### src/rtl/mips_pkg.sv
// Shared MIPS datapath constants: default widths, the hardwired-zero
// register index and the register-file clear/run state encoding.
package mips_pkg;

    localparam int MIPS_DATA_W   = 32;
    localparam int MIPS_ADDR_W   = 5;
    localparam int MIPS_REG_ZERO = 0;

    localparam logic [0:0] RF_CLEAR = 1'b0;
    localparam logic [0:0] RF_RUN   = 1'b1;

endpackage

### src/rtl/mips_regfile_clear_seq.sv
// Post-reset clear sequencer for the register file: walks every address
// once writing zero, then raises ready and stays in RUN until the next reset.
module mips_regfile_clear_seq
    import mips_pkg::*;
#(
    parameter int ADDR_W = MIPS_ADDR_W
) (
    input  logic              clk,
    input  logic              rst,
    output logic              clr_we,
    output logic [ADDR_W-1:0] clr_addr,
    output logic              ready
);

    localparam logic [ADDR_W-1:0] LAST_ADDR = '1;

    logic [0:0]        state;
    logic [ADDR_W-1:0] cnt;

    // State bit, sweep counter and ready flag; reset always restarts a full sweep
    always_ff @(posedge clk) begin
        if (rst) begin
            state <= RF_CLEAR;
            cnt   <= '0;
            ready <= 1'b0;
        end else if (state == RF_CLEAR) begin
            cnt <= cnt + 1'b1;
            if (cnt == LAST_ADDR) begin
                state <= RF_RUN;
                ready <= 1'b1;
            end
        end
    end

    // Clear write strobe is active for every cycle spent in CLEAR
    always_comb begin
        clr_we   = (state == RF_CLEAR);
        clr_addr = cnt;
    end

endmodule

### src/rtl/mips_regfile_gen.sv
// Parametrised MIPS register file: two registered read ports, one write
// port, optional hardwired $zero and optional write-to-read bypass.
// Storage has no reset so it can map to RAM; a clear sweep zeroes it instead.
module mips_regfile_gen
    import mips_pkg::*;
#(
    parameter int DATA_W   = MIPS_DATA_W,
    parameter int ADDR_W   = MIPS_ADDR_W,
    parameter int ZERO_REG = 1,
    parameter int BYPASS   = 1
) (
    input  logic              clk,
    input  logic              rst,
    input  logic [ADDR_W-1:0] read_reg_1,
    input  logic [ADDR_W-1:0] read_reg_2,
    output logic [DATA_W-1:0] read_data_1,
    output logic [DATA_W-1:0] read_data_2,
    input  logic [ADDR_W-1:0] write_reg,
    input  logic [DATA_W-1:0] write_data,
    input  logic              signal_reg_write,
    output logic              ready
);

    localparam int                DEPTH     = 1 << ADDR_W;
    localparam logic [ADDR_W-1:0] ZERO_ADDR = ADDR_W'(MIPS_REG_ZERO);

    logic [DATA_W-1:0] mem [DEPTH];

    logic              clr_we;
    logic [ADDR_W-1:0] clr_addr;
    logic              user_we;
    logic              mem_we;
    logic [ADDR_W-1:0] mem_addr;
    logic [DATA_W-1:0] mem_wdata;
    logic [DATA_W-1:0] rd1_next;
    logic [DATA_W-1:0] rd2_next;

    mips_regfile_clear_seq #(
        .ADDR_W (ADDR_W)
    ) u_clear_seq (
        .clk      (clk),
        .rst      (rst),
        .clr_we   (clr_we),
        .clr_addr (clr_addr),
        .ready    (ready)
    );

    // Write port mux: the clear sweep owns storage until ready, user writes after
    always_comb begin
        user_we   = signal_reg_write && !((ZERO_REG != 0) && (write_reg == ZERO_ADDR));
        mem_we    = 1'b0;
        mem_addr  = write_reg;
        mem_wdata = write_data;
        if (!rst) begin
            if (ready) begin
                mem_we = user_we;
            end else begin
                mem_we    = clr_we;
                mem_addr  = clr_addr;
                mem_wdata = '0;
            end
        end
    end

    // Storage array, single write port
    always_ff @(posedge clk) begin
        if (mem_we) begin
            mem[mem_addr] <= mem_wdata;
        end
    end

    // Next read values: $zero check wins, then bypass, then stored contents
    always_comb begin
        rd1_next = mem[read_reg_1];
        rd2_next = mem[read_reg_2];
        if ((ZERO_REG != 0) && (read_reg_1 == ZERO_ADDR)) begin
            rd1_next = '0;
        end else if ((BYPASS != 0) && user_we && (write_reg == read_reg_1)) begin
            rd1_next = write_data;
        end
        if ((ZERO_REG != 0) && (read_reg_2 == ZERO_ADDR)) begin
            rd2_next = '0;
        end else if ((BYPASS != 0) && user_we && (write_reg == read_reg_2)) begin
            rd2_next = write_data;
        end
    end

    // Registered read ports, forced to zero in reset and during the clear sweep
    always_ff @(posedge clk) begin
        if (rst || !ready) begin
            read_data_1 <= '0;
            read_data_2 <= '0;
        end else begin
            read_data_1 <= rd1_next;
            read_data_2 <= rd2_next;
        end
    end

endmodule

### config.mk
export PLATFORM = sky130hd
export DESIGN_NAME = mips_regfile_gen
export DESIGN_NICKNAME = d
export VERILOG_FILES = /design/src/rtl/mips_pkg.sv /design/src/rtl/mips_regfile_clear_seq.sv /design/src/rtl/mips_regfile_gen.sv
export SDC_FILE = /design/constraint.sdc
export NUM_CORES = 1
export LEC_CHECK = 0
export CAP_MARGIN = 20
export CORE_AREA = 10 10 369 371
export CTS_CLUSTER_DIAMETER = 30
export CTS_CLUSTER_SIZE = 28
export DETAILED_ROUTE_END_ITERATION = 6
export DIE_AREA = 0 0 379 381
export PLACE_DENSITY = 0.56
export SLEW_MARGIN = 40
export SYNTH_ARGS = -nofsm -noshare
export SYNTH_HDL_FRONTEND = slang
export SYNTH_SLANG_ARGS = --single-unit
### constraint.sdc
create_clock -name clk -period 4 [get_ports clk]
set_input_delay 0.8 -clock clk [delete_from_list [all_inputs] [get_ports clk]]
set_output_delay 0.8 -clock clk [all_outputs]
set_load 0.005 [all_outputs]
Word-level counts from Yosys, hierarchy flattened
Memory sizes are Yosys's and may differ from the RTL's. A register that Yosys moved wholly into a read port is not among the register bits.
Cells that the tools add are included.
{ "classes": {"n_addsub": 1, "eq_ne": 1, "bitwise": 1, "n_reduce_logical": 10, "n_mux": 10} }
{ "ops": {"columns": ["op", "count"], "rows": [
  ["two-way mux 32 bit", 2],
  ["zero test 5 bit", 3],
  ["two-way mux 5 bit", 2],
  ["two-way mux 1 bit", 6],
  ["adder 5 x 1 -> 5 bit, second input constant", 1],
  ["equality test 5 bit, second input constant", 1],
  ["OR reduction 2 bit", 2],
  ["zero test 1 bit", 2],
  ["AND reduction 2 bit", 1],
  ["logical AND 1 bit", 1],
  ["logical OR 1 bit", 1],
  ["inverter 1 bit", 1]
]} }
{ "totals": {"inputBits": 50, "ramBits": 1024, "reg_bits": 7, "output_inout_bits": 65, "n_memories": 1} }
{ "memory_table": {"columns": ["name", "words", "width", "rd", "rd_clocked_by_memory_dff", "write_ports", "line_no", "rtl"], "rows": [
  ["mem", 32, 32, 2, 2, 1, "mips_regfile_gen.sv:27", "logic [DATA_W-1:0] mem [DEPTH];"]
]} }

Longest topological paths before layout
{ "logic_depth": {"depth_word": 7, "depth_mapped": 9, "mapped_depth_nobuf": 5} }

Cells and area by module
Synthesis repeated with hierarchy kept, for this count alone.
{ "hier_totals": {"hier_cells": 2705, "area_unflattened_um2": 49082.1} }
{ "modules_own_cells": {"columns": ["mod", "instances", "area_each_um2", "cells_per_inst"], "rows": [
  ["mips_regfile_gen", 1, 48781.8, 2677],
  ["mips_regfile_clear_seq", 1, 300.3, 28]
]} }

Worst setup path after synthesis
No wires, ideal clock.
{ "synth_timing": {"path_kind": "input-to-reg", "start": "input port rst", "end": "memory mem[18][0] (netlist bit) (enable)", "path_slack_ns": 0.397, "path_stages": 6, "required_time_ns": 3.579, "arrival_ns": 3.182, "setup_time_ns": 0.421, "path_cell_list": "or2_2 > clkbuf_1 > clkbuf_1 > o31ai_1 > nand2_1 > nor2_1"} }
{ "synth_via": {"elab_chain_cells": 3, "elab_cells_between_ends": 4, "cone_classes": "mux (4)"} }
{ "synth_lines": {"columns": ["item", "line_no", "rtl"], "rows": [
  ["from (decl)", "mips_regfile_gen.sv:13", "input logic rst,"],
  ["two-way mux 1 bit", "mips_regfile_gen.sv:54", "if (!rst) begin"],
  ["two-way mux 1 bit", "mips_regfile_gen.sv:67", "if (mem_we) begin"],
  ["two-way mux 1 bit (not written as such)", "mips_regfile_gen.sv:68", "mem[mem_addr] <= mem_wdata;"],
  ["to (decl)", "mips_regfile_gen.sv:27", null]
]} }
Several ways; a longest one is shown, not always the timed one.

Worst setup path after layout
{ "layout_timing": {"start": "input port rst", "end": "register read_data_1[10], read port of mem"} }
{ "layout_via": {"elab_chain_cells": 2} }
{ "layout_lines": {"columns": ["item", "line_no", "rtl"], "rows": [
  ["logical OR 1 bit", "mips_regfile_gen.sv:90", "if (rst || !ready) begin"],
  ["OR reduction 2 bit (no line)", null, null],
  ["to (decl)", "mips_regfile_gen.sv:16", "output logic [DATA_W-1:0] read_data_1,"]
]} }
Every way passes these cells.
A chain may end at the register's enable or synchronous reset.

==> impl_results.md <==
- Status: finished, final reports clean
- Final hold vios: 0
- Hold path depth: 2
- Final setup viols: 0
- Hold EP: u_clear_seq.state$_SDFF_PP0_
- Via count: 31221
- Synth Instances: 2762
- Netlist cell types: 66
- CTS Buffer Depth: 3
- Worst Skew: 0.0298 ns
- DP Area: 54600 um2
- Post-CTS Hold Fix Bufs: 0
- CTS root buf: clkbuf_16
- Reg2reg path depth: 5
- CTS tree: done
- Avg Vias per Cell: 6.31
- Max_cap viols: 0
- Unrepaired setup endpoints after global routing: no
- Die Span Y: 381 um
- Die width: 379 um
- Total routed wirelength: 174000 um
- Post-synthesis register bit count: 1095
- HP Class: flop to flop
- Share of flip-flops with an asynchronous set or reset: 0
- Share of post-route cells with drive strength above 1: 0.366
- Drt pass-1 iters: 6
- Arrival time worst endpoint: 3.74 ns
- Synth Flop Type: edfxtp_1
- I/O pins: 115
- Initial core utilization: 0.387
- WS Path Type: primary input to flop
- Post-Syn Area: 49900 um2
- Fin Setup TNS: 0 ns
- # clock sinks: 1095
- Final HPWL DP: 106000 um
- Fin crit share: 0.758
- Sequential fraction of the synthesis area: 0.645
- Relative slew margins: 0.402
- Post-route ant nets: 0
- R2R Setup Slk: 1.16 ns
- Total GRT Usage: 0.237
- Power Density: 537 nW/um2
- CP Capture Type: flop
- Initial antenna violation count: 4
- Crit path max fanout: 32
- Layout area overhead: 24.9%
- Final core utilization: 0.484
- Avg Cell Area, Syn: 18.1 um2
- RePlAce Congestion: 0.853
- # rows: 132
- Post-CTS setup buffers: 0
- Worst r2r src: u_clear_seq.ready$_SDFFE_PP0P_
- Syn_nets: 2814
- YS warnings: 0
- Worst setup SP type: primary input
- Initial DRC Count: 3491
- Per-cell routed wire length: 35.0 um
- Placed Cells incl. Taps: 4533
- Area of the core: 129000 um2
- Vias in the first global route: 32367
- Final Non-Filler Cells: 4951
- Worst skew pair latency: 0.81 ns
- Slew Viols, Final: 0
- FILL cells: 10547
- CTS resizes: 0
- Die area: 144000 um2
- Pin count of the biggest net entering global routing: 67
- Number of synthesized flops with an enable pin: 1024
- Post-Layout Inst Area: 62400 um2
- Worst Hold Launch: u_clear_seq.state$_SDFF_PP0_
- H-tree levels: 4
- DRC: 0
- Total grt overflow: 0
- FMAX: 330 MHz
- R2r endpoint: read_data_1[10]$_SDFF_PP0_
- Num CTS Buffers: 221
- Worst Tran Pin Value: 0.896 ns
- Total Nets Final: 3133
- Port bufs: 114
- Diode count: 0
- Lkg Pwr: 20.8 nW
- First-pass GRT wire length: 245000 um
- Worst endpoint required time: 4.71 ns
- Worst-path clk slew: 0.05 ns
- Max VDD drop: 0.414 mV
- Period minus WS final: 3.03 ns
## synth_stat cells (18+ instances only)
cell / count / area, um2
buf_2: 88 / 440
buf_1: 18 / 67.6
edfxtp_1: 1024 / 30700
o221ai_1: 28 / 245
a22oi_1: 81 / 608
mux2i_1: 134 / 1340
buf_4: 18 / 135
clkbuf_1: 82 / 308
nor4_1: 27 / 169
o22ai_1: 138 / 863
mux2_2: 122 / 1370
nor2b_1: 65 / 407
nor2_1: 54 / 203
nand2_1: 103 / 387
a21oi_1: 23 / 115
nor3_1: 29 / 145
dfxtp_1: 71 / 1420
nand3_1: 26 / 130
mux4_2: 401 / 9030
inv_1: 34 / 128
## cells in the final DEF (no fill, tap or decap), types with 12 or more instances in the layout
cell type / instances
mux2i_1: 134
inv_1: 23
buf_4: 138
a21oi_1: 23
mux4_2: 401
nand2_1: 102
o22ai_1: 138
nand3_1: 26
mux2_2: 122
a211o_1: 14
nor2_1: 22
clkinv_4: 28
dfxtp_1: 71
buf_12: 58
edfxtp_1: 1024
clkinvlp_4: 36
o22ai_2: 13
clkinv_2: 31
clkinv_1: 12
inv_6: 19
o21ai_0: 14
nor2_4: 32
clkbuf_1: 19
nor2b_1: 63
a22oi_1: 81
o221ai_1: 28
clkdlybuf4s50_1: 107
bufinv_16: 28
nor3_1: 28
nor4_1: 27
clkbuf_16: 225
## critical path: stages
cell,delay (ns)
clkdlybuf4s50_1,0.65
nor2_2,0.44
mux4_1,0.69
a2111o_2,0.43
buf_4,0.37
o22ai_1,0.31
## cells by family (layout without fill, tap and decap cells)
kind of cell | Yosys count | after routing | synth area share
DFF | 1095 | 1095 | 0.645
muxes | 658 | 658 | 0.236
AOI/OAI and AO/OA | 382 | 382 | 0.0556
and+or+nand+nor | 369 | 369 | 0.0382
buffers and inverters | 247 | 761 | 0.0232
xor gates and xnor gates | 9 | 9 | 0.00211
adders and majority gates | 2 | 2 | 0.000501
## power breakdown
| group | switching (W) | total, W | leakage [nW] | internal (W) |
|---|---|---|---|---|
| clock network | 0.00638 | 0.0187 | 3.70 | 0.0124 |
| logic | 0.00124 | 0.00208 | 7.18 | 0.000840 |
| registers | 0.0000442 | 0.0127 | 9.94 | 0.0126 |
| total | 0.00766 | 0.0335 | 20.8 | 0.0258 |
## worst max-delay path by stage
stage,start,end,slack [ns],depth (start not counted)
3_5_place_dp,rst,read_data_1[10]$_SDFF_PP0_,0.22,6
5_1_grt,rst,read_data_1[10]$_SDFF_PP0_,0.89,6
4_1_cts,u_clear_seq.ready$_SDFFE_PP0P_,ready,1.07,1
3_3_place_gp,read_reg_2[1],read_data_2[17]$_SDFF_PP0_,0.25,6
6_report,rst,read_data_1[10]$_SDFF_PP0_,0.97,6
2_1_floorplan,rst,mem[18][0]$_DFFE_PP_,0.40,6
## layout make-up
class                      instances  area [um2]  area share
sequential                      1095       32200       0.516
multi-input combinational       1420       16900       0.271
clock buffer                     254        5840      0.0936
timing repair buffer             309        3340      0.0536
tap                             1675        2100      0.0336
clock inverter                   164        1910      0.0307
inverter                          34         128     0.00205
## per-layer routing
layer,part of all wire,track usage,vias to the layer above
met5,0,0,-
met1,0.39,0.305,16649
li1,-,-,12408
met2,0.49,0.391,1783
met4,0.040,0.0937,0
met3,0.084,0.0505,381
## registers in the layout (all words and copies together) (netlist names)
| register | count |
|---|---|
| read_data_2 | 32 |
| u_clear_seq.state | 1 |
| u_clear_seq.clr_addr | 5 |
| read_data_1 | 32 |
| u_clear_seq.ready | 1 |
| mem | 1024 |
## per-stage QoR
stage	setup WS [ns]	hold slack, ns	power (W)
2_1_floorplan	0.397	0.530	0.0142
3_3_place_gp	0.252	0.579	0.0149
3_5_place_dp	0.221	0.582	0.0150
4_1_cts	1.07	0.600	0.0337
5_1_grt	0.885	0.632	0.0344
6_report	0.968	0.609	0.0335
Note: power is estimated with default switching activity, not from simulation.
